===== config.mk =====
export PLATFORM = sky130hd
export DESIGN_NAME = seq_arith_unit
export DESIGN_NICKNAME = d
export VERILOG_FILES = /design/src/rtl/seq_arith_unit.sv
export SDC_FILE = /design/constraint.sdc
export NUM_CORES = 1
export LEC_CHECK = 0
export CORE_MARGIN = 5
export CORE_UTILIZATION = 60
export CTS_CLUSTER_SIZE = 30
export DETAILED_ROUTE_END_ITERATION = 10
export PLACE_DENSITY_LB_ADDON = 0.3
export RECOVER_POWER = 100
export SLEW_MARGIN = 20
export SYNTH_ARGS = -nofsm -noshare
export SYNTH_HDL_FRONTEND = slang
export SYNTH_SLANG_ARGS = --single-unit

===== constraint.sdc =====
create_clock -name clk -period 5.8 [get_ports clk]
set_clock_uncertainty 0.2 [all_clocks]
set_input_delay 1.16 -clock clk [delete_from_list [all_inputs] [get_ports clk]]
set_output_delay 1.16 -clock clk [all_outputs]
set_load 0.005 [all_outputs]

===== src/rtl/seq_arith_unit.sv =====
// seq_arith_unit: clocked unsigned add / subtract / shift-add multiply.
// N-bit operands, 2N-bit registered result, start/busy/done handshake.
// One operation in flight; operands are captured when the request is accepted.
// Optional build macro SEQ_ARITH_EARLY_TERM_EN: the multiply finishes as soon as
// no set bits of the captured y remain to be processed.
module seq_arith_unit #(
  parameter int N = 4
) (
  input  logic           clk,
  input  logic           rst_n,
  input  logic           start,
  input  logic [1:0]     op,
  input  logic [N-1:0]   x,
  input  logic [N-1:0]   y,
  output logic           busy,
  output logic           done,
  output logic [2*N-1:0] result,
  output logic           flag
);

  localparam int CW = $clog2(N) + 1;
  localparam int RW = 2 * N;

  typedef enum logic [1:0] {S_IDLE, S_EXEC, S_MUL, S_DONE} state_e;
  typedef enum logic [1:0] {
    OP_ADD = 2'b00,
    OP_SUB = 2'b01,
    OP_MUL = 2'b10,
    OP_ILL = 2'b11
  } op_e;

  state_e         state_q, state_d;
  op_e            op_q, op_d;
  logic [N-1:0]   x_q, x_d;
  logic [N-1:0]   y_q, y_d;
  logic [RW-1:0]  acc_q, acc_d;
  logic [CW-1:0]  cnt_q, cnt_d;
  logic [RW-1:0]  result_q, result_d;
  logic           flag_q, flag_d;

  logic [RW-1:0]  x_ext, y_ext;
  logic [RW-1:0]  add_res, sub_res;
  logic [N-1:0]   bit_mask;
  logic           y_bit;
  logic [RW-1:0]  acc_sum;
  logic           mul_last;

  // Datapath: widened operands, add/sub results and one multiply iteration.
  always_comb begin
    x_ext    = {{N{1'b0}}, x_q};
    y_ext    = {{N{1'b0}}, y_q};
    add_res  = x_ext + y_ext;
    sub_res  = x_ext - y_ext;
    bit_mask = N'(1) << cnt_q;
    y_bit    = |(y_q & bit_mask);
    acc_sum  = acc_q + (y_bit ? (x_ext << cnt_q) : '0);
`ifdef SEQ_ARITH_EARLY_TERM_EN
    // Done once the bit being processed is the last one, or nothing set remains above it.
    mul_last = (cnt_q == CW'(N - 1)) || (((y_q >> cnt_q) >> 1) == '0);
`else
    mul_last = (cnt_q == CW'(N - 1));
`endif
  end

  // Next-state and register-update logic for the control FSM.
  always_comb begin
    // NOTE: every signal gets a default first so no path leaves it unassigned (no latches).
    state_d  = state_q;
    op_d     = op_q;
    x_d      = x_q;
    y_d      = y_q;
    acc_d    = acc_q;
    cnt_d    = cnt_q;
    result_d = result_q;
    flag_d   = flag_q;

    unique case (state_q)
      S_IDLE: begin
        if (start) begin
          op_d    = op_e'(op);
          x_d     = x;
          y_d     = y;
          acc_d   = '0;
          cnt_d   = '0;
          state_d = (op_e'(op) == OP_MUL) ? S_MUL : S_EXEC;
        end
      end
      S_EXEC: begin
        unique case (op_q)
          OP_ADD: begin
            result_d = add_res;
            flag_d   = add_res[N];
          end
          OP_SUB: begin
            result_d = sub_res;
            flag_d   = (x_q < y_q);
          end
          default: begin
            // Illegal opcode (multiply never reaches EXEC).
            result_d = '0;
            flag_d   = 1'b1;
          end
        endcase
        state_d = S_DONE;
      end
      S_MUL: begin
        acc_d = acc_sum;
        cnt_d = cnt_q + CW'(1);
        if (mul_last) begin
          result_d = acc_sum;
          flag_d   = 1'b0;
          state_d  = S_DONE;
        end
      end
      S_DONE: begin
        // Requests are ignored here; the earliest re-accept is from IDLE.
        state_d = S_IDLE;
      end
      default: state_d = S_IDLE;
    endcase
  end

  // State and datapath registers.
  always_ff @(posedge clk or negedge rst_n) begin
    // NOTE: every register, datapath included, is reset so an aborted operation leaves no stale state.
    if (!rst_n) begin
      state_q  <= S_IDLE;
      op_q     <= OP_ADD;
      x_q      <= '0;
      y_q      <= '0;
      acc_q    <= '0;
      cnt_q    <= '0;
      result_q <= '0;
      flag_q   <= 1'b0;
    end else begin
      // NOTE: non-blocking assignments so all registers update from the same pre-edge values.
      state_q  <= state_d;
      op_q     <= op_d;
      x_q      <= x_d;
      y_q      <= y_d;
      acc_q    <= acc_d;
      cnt_q    <= cnt_d;
      result_q <= result_d;
      flag_q   <= flag_d;
    end
  end

  assign busy   = (state_q == S_EXEC) || (state_q == S_MUL);
  assign done   = (state_q == S_DONE);
  assign result = result_q;
  assign flag   = flag_q;

endmodule

==> results.json, run 1 <==
{
  "crit_path_top_delay_cell": "sky130_fd_sc_hd__dfrtp_1",
  "initial_utilization_pct": 63.30,
  "globalRouteOverflowTotal": 0,
  "grt.total_usage_pct": 19.71,
  "cts_tree": "built",
  "core_area_sq_mm": 0.003416,
  "final_layout_size_suffix_gt1_share_pct": 9.717,
  "worstSetupEndpointType": "flop",
  "yosys.area.top_type": "sky130_fd_sc_hd__dfrtp_1",
  "path_clk_slew_ns": 0.11,
  "final.hold.worst_slack_ns": 0.3056,
  "syn-cell-area_sq_mm": 0.002162,
  "period_share_pct": 62.80,
  "min-delay-path-class": "flop to flop",
  "antenna_found_initial": 0,
  "grt_first_pass_wirelength_um": 7541,
  "drt_pre_antenna_iters": 4,
  "cp_data_required_time_ns": 5.86,
  "holdPathEnd": "result[3]",
  "worstHoldStart": "result[3]",
  "rsz0062_at_grt": "false",
  "setup_cp_type": "flop to flop",
  "worst_slew_margin_rel_pct": -16.08,
  "fmax_mhz": 274.5,
  "clk-insertion-delay-late_ns": 0.35,
  "cap_violations": 1,
  "post_drt_wl_per_cell_um": 15.23,
  "worstPathBufferInverterCount": 1,
  "place.port_buffers": 23,
  "setup_viol": 0,
  "static-leakage-power_uw": 0.001174,
  "die_h_um": 70.03,
  "drt_first_iter_violations": 143,
  "reg2reg_slack_ns": 2.16,
  "layout-area-overhead-vs-synth_pct": 14.41,
  "vias_in_the_first_global_route": 1605,
  "placement_rows": 21,
  "reg2reg_to": "result[6]",
  "floorplan.die_area_sq_mm": 0.004904,
  "h-tree-depth": 2,
  "final.setup.tns_ns": 0,
  "vias_after_detailed_routing": 1674,
  "fillers": 245,
  "cts.root.buffer_cell": "sky130_fd_sc_hd__clkbuf_4",
  "r2r_startpoint": "cnt_q[1]",
  "syn_area_per_cell_sq_um": 9.739,
  "reg2regPathDepth": 14,
  "maximum_net_fanout_on_the_critical_path": 11,
  "die_w_um": 70.03,
  "cts-buffers-inserted": 5,
  "post_synth_inst_count": 222,
  "cell_count_of_the_worst_hold_path": 2,
  "clockBufferDepth": 2,
  "finalWeightedCongestion": 0.9270,
  "synth.ff_latch_count": 32,
  "pin_count": 24,
  "failing_checks": "capacitance limit, slew limit",
  "synth_sequential_area_ratio_pct": 37.04,
  "grt_start_max_net_pins": 33,
  "antennaDiodeCount": 0,
  "synthDistinctLibCells": 38,
  "synthFlopType": "sky130_fd_sc_hd__dfrtp_1",
  "fin_total_pwr_uw": 1505,
  "post-route-drc-count": 0,
  "post-dp-hpwl_um": 3403,
  "result_of_the_run": "finished with violations",
  "final-hold-violation-count": 0,
  "longest_individual_stage_delay_on_the_worst_path_ns": 0.56,
  "finalWorstPathRequiredPeriod_ns": 3.643,
  "cts_resized": 0,
  "crit_arrival_ns": 3.70,
  "critPathTopFamily": "compound AO/OA/AOI/OAI gates",
  "timing.critical_path.from_type": "flop",
  "routed_via_density": 5.713,
  "worst_ir_drop_vdd_uv": 364.2,
  "postCtsSetupBuffers": 0,
  "timing_worst_slew_pin_value_ns": 1.741,
  "final_max_slew_viol_count": 33,
  "synth-edff-count": 0,
  "cts_sinks": 32,
  "crit_path_cell_trace": "inv_1, ha_1, a222oi_1, nand2_1, nand2_1, nor3_1, ha_1, fa_1, a21o_1, a21oi_1, o21bai_1, a21oi_1, xnor2_1, o221a_2",
  "power.density_mw_per_mm2": 608.3,
  "async_set_or_reset_flop_fraction_in_the_synthesized_netlist_pct": 100.0,
  "synth_fp_nets": 262,
  "ys_warn_count": 0,
  "post_route_antenna_net_violation_count": 0,
  "yosysTopAreaCellShare_pct": 37.04,
  "cts_hold_buf": 0,
  "synth_area_leaders": "sky130_fd_sc_hd__dfrtp_1 (37%), sky130_fd_sc_hd__ha_1 (14%), sky130_fd_sc_hd__mux2_2 (6.8%)",
  "detail_route.wirelength_um": 4462,
  "fin_nets": 286
}
cell type report:
type                       count  area, sq um  area share [%]
clock buffer                   5        37.54           1.517
clock inverter                 3        18.77          0.7587
inverter                      15        56.30           2.276
multi-input combinational    167         1265           51.14
sequential                    32        800.8           32.37
tap                           46        57.56           2.327
timing repair buffer          25        237.7           9.611
per-stage QoR:
step                setup WS, ns  std cells  util (%)  instance area [sq um]
global route               1.957        293     72.42                   2474
finish                     2.157        293     72.42                   2474
detailed placement         2.178        285     70.99                   2425
CTS                        2.178        293     72.64                   2481
floorplan                  2.572        222         -                   2162
global placement           2.368        285     70.99                   2425
cells by family (layout without fill, tap and decap cells):
kind of cell	count (synthesis)	in the layout	share of synthesized area, %
buffers and inverters	23	48	4.456
xor gates and xnor gates	8	8	3.241
DFF	32	32	37.04
muxes	16	16	8.738
and+or+nand+nor	58	58	12.27
adders and majority gates	27	27	16.67
AOI/OAI and AO/OA	58	58	17.59
how the worst max path moves through the flow:
stage	startpoint	end	cells after the start	slack, ns
after floorplan	cnt_q[1]	result[6]	15	2.57
after global placement	cnt_q[1]	result[6]	14	2.37
after detailed placement	cnt_q[1]	result[6]	14	2.18
after CTS	cnt_q[1]	result[6]	14	2.18
after global routing	cnt_q[1]	result[6]	14	1.96
final	cnt_q[1]	result[6]	14	2.16
worst min-delay path: stages, from the launching register on:
cell,delay (ns)
sky130_fd_sc_hd__dfrtp_1,0.36
sky130_fd_sc_hd__nand2_1,0.05
sky130_fd_sc_hd__o21ai_0,0.07
routing by layer:
layer  vias to the layer above  share of wire, %  GRT usage (%)
li1                        834                 -              -
met1                       789                45          26.20
met2                        37                47          30.22
met3                        14               5.0          4.017
met4                         0               3.2          10.21
met5                         -                 0              0
placed cells by master, fill, tap and decap left out, types with 2 or more instances in the layout:
| cell type | instances |
|---|---|
| sky130_fd_sc_hd__a211oi_1 | 3 |
| sky130_fd_sc_hd__a21o_1 | 2 |
| sky130_fd_sc_hd__a21oi_1 | 15 |
| sky130_fd_sc_hd__a221oi_1 | 3 |
| sky130_fd_sc_hd__a22o_1 | 8 |
| sky130_fd_sc_hd__and2_1 | 2 |
| sky130_fd_sc_hd__clkbuf_1 | 2 |
| sky130_fd_sc_hd__clkbuf_4 | 5 |
| sky130_fd_sc_hd__clkdlybuf4s50_1 | 10 |
| sky130_fd_sc_hd__clkinv_2 | 2 |
| sky130_fd_sc_hd__dfrtp_1 | 32 |
| sky130_fd_sc_hd__dlygate4sd3_1 | 13 |
| sky130_fd_sc_hd__fa_1 | 3 |
| sky130_fd_sc_hd__ha_1 | 24 |
| sky130_fd_sc_hd__inv_1 | 15 |
| sky130_fd_sc_hd__mux2_2 | 13 |
| sky130_fd_sc_hd__mux2i_1 | 2 |
| sky130_fd_sc_hd__nand2_1 | 17 |
| sky130_fd_sc_hd__nand2b_1 | 4 |
| sky130_fd_sc_hd__nand3_1 | 3 |
| sky130_fd_sc_hd__nand3b_1 | 3 |
| sky130_fd_sc_hd__nor2_1 | 20 |
| sky130_fd_sc_hd__nor3_1 | 5 |
| sky130_fd_sc_hd__o21ai_0 | 16 |
| sky130_fd_sc_hd__o21bai_1 | 3 |
| sky130_fd_sc_hd__o31ai_1 | 2 |
| sky130_fd_sc_hd__xnor2_1 | 6 |
| sky130_fd_sc_hd__xor2_1 | 2 |
sequential cells by signal (all words and copies together) (netlist names):
signal,count
x_q,4
cnt_q,3
op_q,2
result,8
flag,1
state_q,2
acc_q,8
y_q,4
power breakdown:
part	internal, uW	switching, uW
clock network	46.4	84.9
registers	324	114
logic	422	514
total	792	712
synth_stat cells, drive strengths merged, types with 4 or more instances:
cell type and count:
nand2b 4, nand2 17, clkbuf 5, a21oi 15, o21ai 16, inv 15
dfrtp 32, mux2 13, nor3 5, nor2 20, ha 24, a22o 8
xnor2 6
(Power assumes the default switching activity.)
==> run 2: changes to the inputs <==
- CORE_UTILIZATION: 60 -> 56
- clock period: 5.8 -> 3.4 ns (I/O delays scaled with it)
==> run 2 against run 1 <==
The run still ends with capacitance limit, slew limit left. First-iteration DRC count shrank 29%. Non-clock buffer count grew 3. Global-route usage shrank 1.1 points. Cell count grew 1.7%. Worst setup slack lost 2.0 ns. Sequential power grew 67%. Die area grew 6.1%. Flip-flop and latch count is the same. Register-to-register slack lost 2.0 ns. Combinational power grew 77%. Critical endpoint unchanged. Largest cell class unchanged. Highest routed layer unchanged.
==> results.json, run 2 (synthesized netlist as in run 1, its figures left out) <==
{
  "result_of_the_run": "finished with violations",
  "failing_checks": "capacitance limit, slew limit",
  "clk-insertion-delay-late_ns": 0.28,
  "p_comb_share_pct": 60.3,
  "setup_viol": 0,
  "crit_path_cell_trace": "inv_1, ha_1, a222oi_1, nand2_1, nand2_2, nor3_1, ha_1, fa_1, a21o_1, a21oi_2, o21bai_1, a21oi_2, xnor2_1, o221a_2",
  "placement_rows": 22,
  "finalWorstPathRequiredPeriod_ns": 3.239,
  "maximum_net_fanout_on_the_critical_path": 5,
  "floorplan.die_area_sq_mm": 0.005203,
  "power.internal_uw": 1519,
  "worstSetupEndpointType": "flop",
  "cp_data_required_time_ns": 3.38,
  "final-hold-violation-count": 0,
  "min-delay-path-class": "flop to flop",
  "fillers": 278,
  "power.share.clock_pct": 13.1,
  "p_sw_uw": 1229,
  "timing.critical_path.from_type": "flop",
  "antennaDiodeCount": 0,
  "worstPathBufferInverterCount": 1,
  "fmax_mhz": 308.7,
  "detail_route.wirelength_um": 4534,
  "grt_start_max_net_pins": 33,
  "post-route-drc-count": 0,
  "total_placed_cells_including_tap_cells": 289,
  "grt_first_pass_wirelength_um": 7583,
  "final_design_area_no_fill_sq_mm": 0.002560,
  "multi_input_comb_area_sq_mm": 0.001275,
  "h-tree-depth": 2,
  "period_share_pct": 95.27,
  "finish.cell_count_without_fillers": 298,
  "crit_path_top_delay_cell": "sky130_fd_sc_hd__a222oi_1",
  "cts_sinks": 32,
  "routed_via_density": 5.779,
  "setup_cp_type": "flop to flop",
  "core_area_sq_mm": 0.003689,
  "cts_hold_buf": 0,
  "worstSetupPathDepth": 14,
  "longest_individual_stage_delay_on_the_worst_path_ns": 0.42,
  "timing_worst_slew_pin_value_ns": 1.660,
  "pin_count": 24,
  "path_clk_slew_ns": 0.07,
  "post_route_antenna_net_violation_count": 0,
  "cell_count_of_the_worst_hold_path": 2,
  "worst_slew_margin_rel_pct": -10.66,
  "grt.total_usage_pct": 18.61,
  "layout_common_cells": "sky130_fd_sc_hd__dfrtp_1 (32), sky130_fd_sc_hd__ha_1 (24), sky130_fd_sc_hd__nor2_1 (20), sky130_fd_sc_hd__nand2_1 (16), sky130_fd_sc_hd__o21ai_0 (16)",
  "critPathTopFamily": "compound AO/OA/AOI/OAI gates",
  "die_h_um": 72.14,
  "final.setup.tns_ns": 0,
  "vias_in_the_first_global_route": 1660,
  "cts.root.buffer_cell": "sky130_fd_sc_hd__clkbuf_8",
  "final_common_cell": "sky130_fd_sc_hd__dfrtp_1",
  "drt_first_iter_violations": 102,
  "drt_pre_antenna_iters": 5,
  "worst_ir_drop_vdd_uv": 654.0,
  "layout-area-overhead-vs-synth_pct": 18.40,
  "globalRouteOverflowTotal": 0,
  "sequential_cell_area_sq_um": 800.8,
  "post-dp-hpwl_um": 3408,
  "cts_tree": "built",
  "rsz0062_at_grt": "false",
  "pwr-share-seq_pct": 26.6,
  "dpl_cell_area_sq_mm": 0.002442,
  "reg2regPathDepth": 14,
  "power.density_mw_per_mm2": 1073,
  "cts-buffers-inserted": 5,
  "crit_arrival_ns": 3.22,
  "place.port_buffers": 23,
  "post_drt_wl_per_cell_um": 15.21,
  "clockBufferDepth": 2,
  "final_max_slew_viol_count": 33,
  "fin_nets": 289,
  "static-leakage-power_uw": 0.001212,
  "antenna_found_initial": 0,
  "final_layout_size_suffix_gt1_share_pct": 11.60,
  "die_w_um": 72.14,
  "cap_violations": 1,
  "finalWeightedCongestion": 0.9489,
  "vias_after_detailed_routing": 1722,
  "power.switching_fraction_pct": 44.72,
  "initial_utilization_pct": 58.62
}
run 2: cell types whose count changed in the layout (fill, tap and decap cells not counted), moves of 2 or more:
cell	before	now
sky130_fd_sc_hd__clkbuf_8	0	5
sky130_fd_sc_hd__clkbuf_4	5	0
sky130_fd_sc_hd__a21oi_1	15	13
sky130_fd_sc_hd__a21oi_2	0	2
sky130_fd_sc_hd__buf_4	0	3
run 2: final cells by class:
class / instances / area share [%]
Multi-Input combinational cell: 167 / 49.80
Clock inverter: 2 / 1.369
Inverter: 15 / 2.199
Tap cell: 48 / 2.346
Sequential cell: 32 / 31.28
Clock buffer: 6 / 2.835
Timing Repair Buffer: 28 / 10.17
run 2: what timing repair did:
action,in CTS,in global routing
gates resized for setup,0,3
hold endpoints to repair,0,0
endpoints found under the setup margin,0,4
setup buffers,0,1
run 2: power groups by stage:
stage               Combinational [uW]  Clock (uW)  Sequential (uW)
floorplan                         1220           0              685
global placement                  1620           0              733
detailed placement                1640           0              737
CTS                               1660         366              731
global route                      1860         385              759
finish                            1660         361              731
run 2: stage by stage:
stage | util (%) | power [uW] | hold slack, ns | setup slack, ns
after floorplan | - | 1900 | 0.1844 | 0.1717
after global placement | 66.21 | 2350 | 0.2738 | 0.2378
after detailed placement | 66.21 | 2382 | 0.2786 | 0.1275
after CTS | 69.13 | 2755 | 0.2942 | 0.1115
after global routing | 69.40 | 3009 | 0.3226 | 0.0004570
final | 69.40 | 2748 | 0.2820 | 0.1608
run 2: worst reg2reg max path, cell delays in order (launching register included):
cell	delay, ns
sky130_fd_sc_hd__dfrtp_1	0.37
sky130_fd_sc_hd__inv_1	0.10
sky130_fd_sc_hd__ha_1	0.19
sky130_fd_sc_hd__a222oi_1	0.42
sky130_fd_sc_hd__nand2_1	0.15
sky130_fd_sc_hd__nand2_2	0.12
sky130_fd_sc_hd__nor3_1	0.05
sky130_fd_sc_hd__ha_1	0.22
sky130_fd_sc_hd__fa_1	0.41
sky130_fd_sc_hd__a21o_1	0.18
sky130_fd_sc_hd__a21oi_2	0.16
sky130_fd_sc_hd__o21bai_1	0.11
sky130_fd_sc_hd__a21oi_2	0.15
sky130_fd_sc_hd__xnor2_1	0.09
sky130_fd_sc_hd__o221a_2	0.22
run 2: worst paths after layout:
path                             end  slack (ns)     start
max                        result[6]        0.16  cnt_q[1]
max in group asynchronous   acc_q[1]        0.88     rst_n
max reg2reg                result[6]        0.16  cnt_q[1]
min                             flag        0.28      flag
min in group asynchronous   acc_q[3]        1.16     rst_n
min reg2reg                     flag        0.28      flag
run 2: metal layers:
layer	part of all wire (%)	GRT usage (%)	vias up
li1	-	-	845
met5	0	0	-
met4	1.3	4.593	0
met2	49	30.84	51
met1	43	23.79	818
met3	6.2	5.540	8
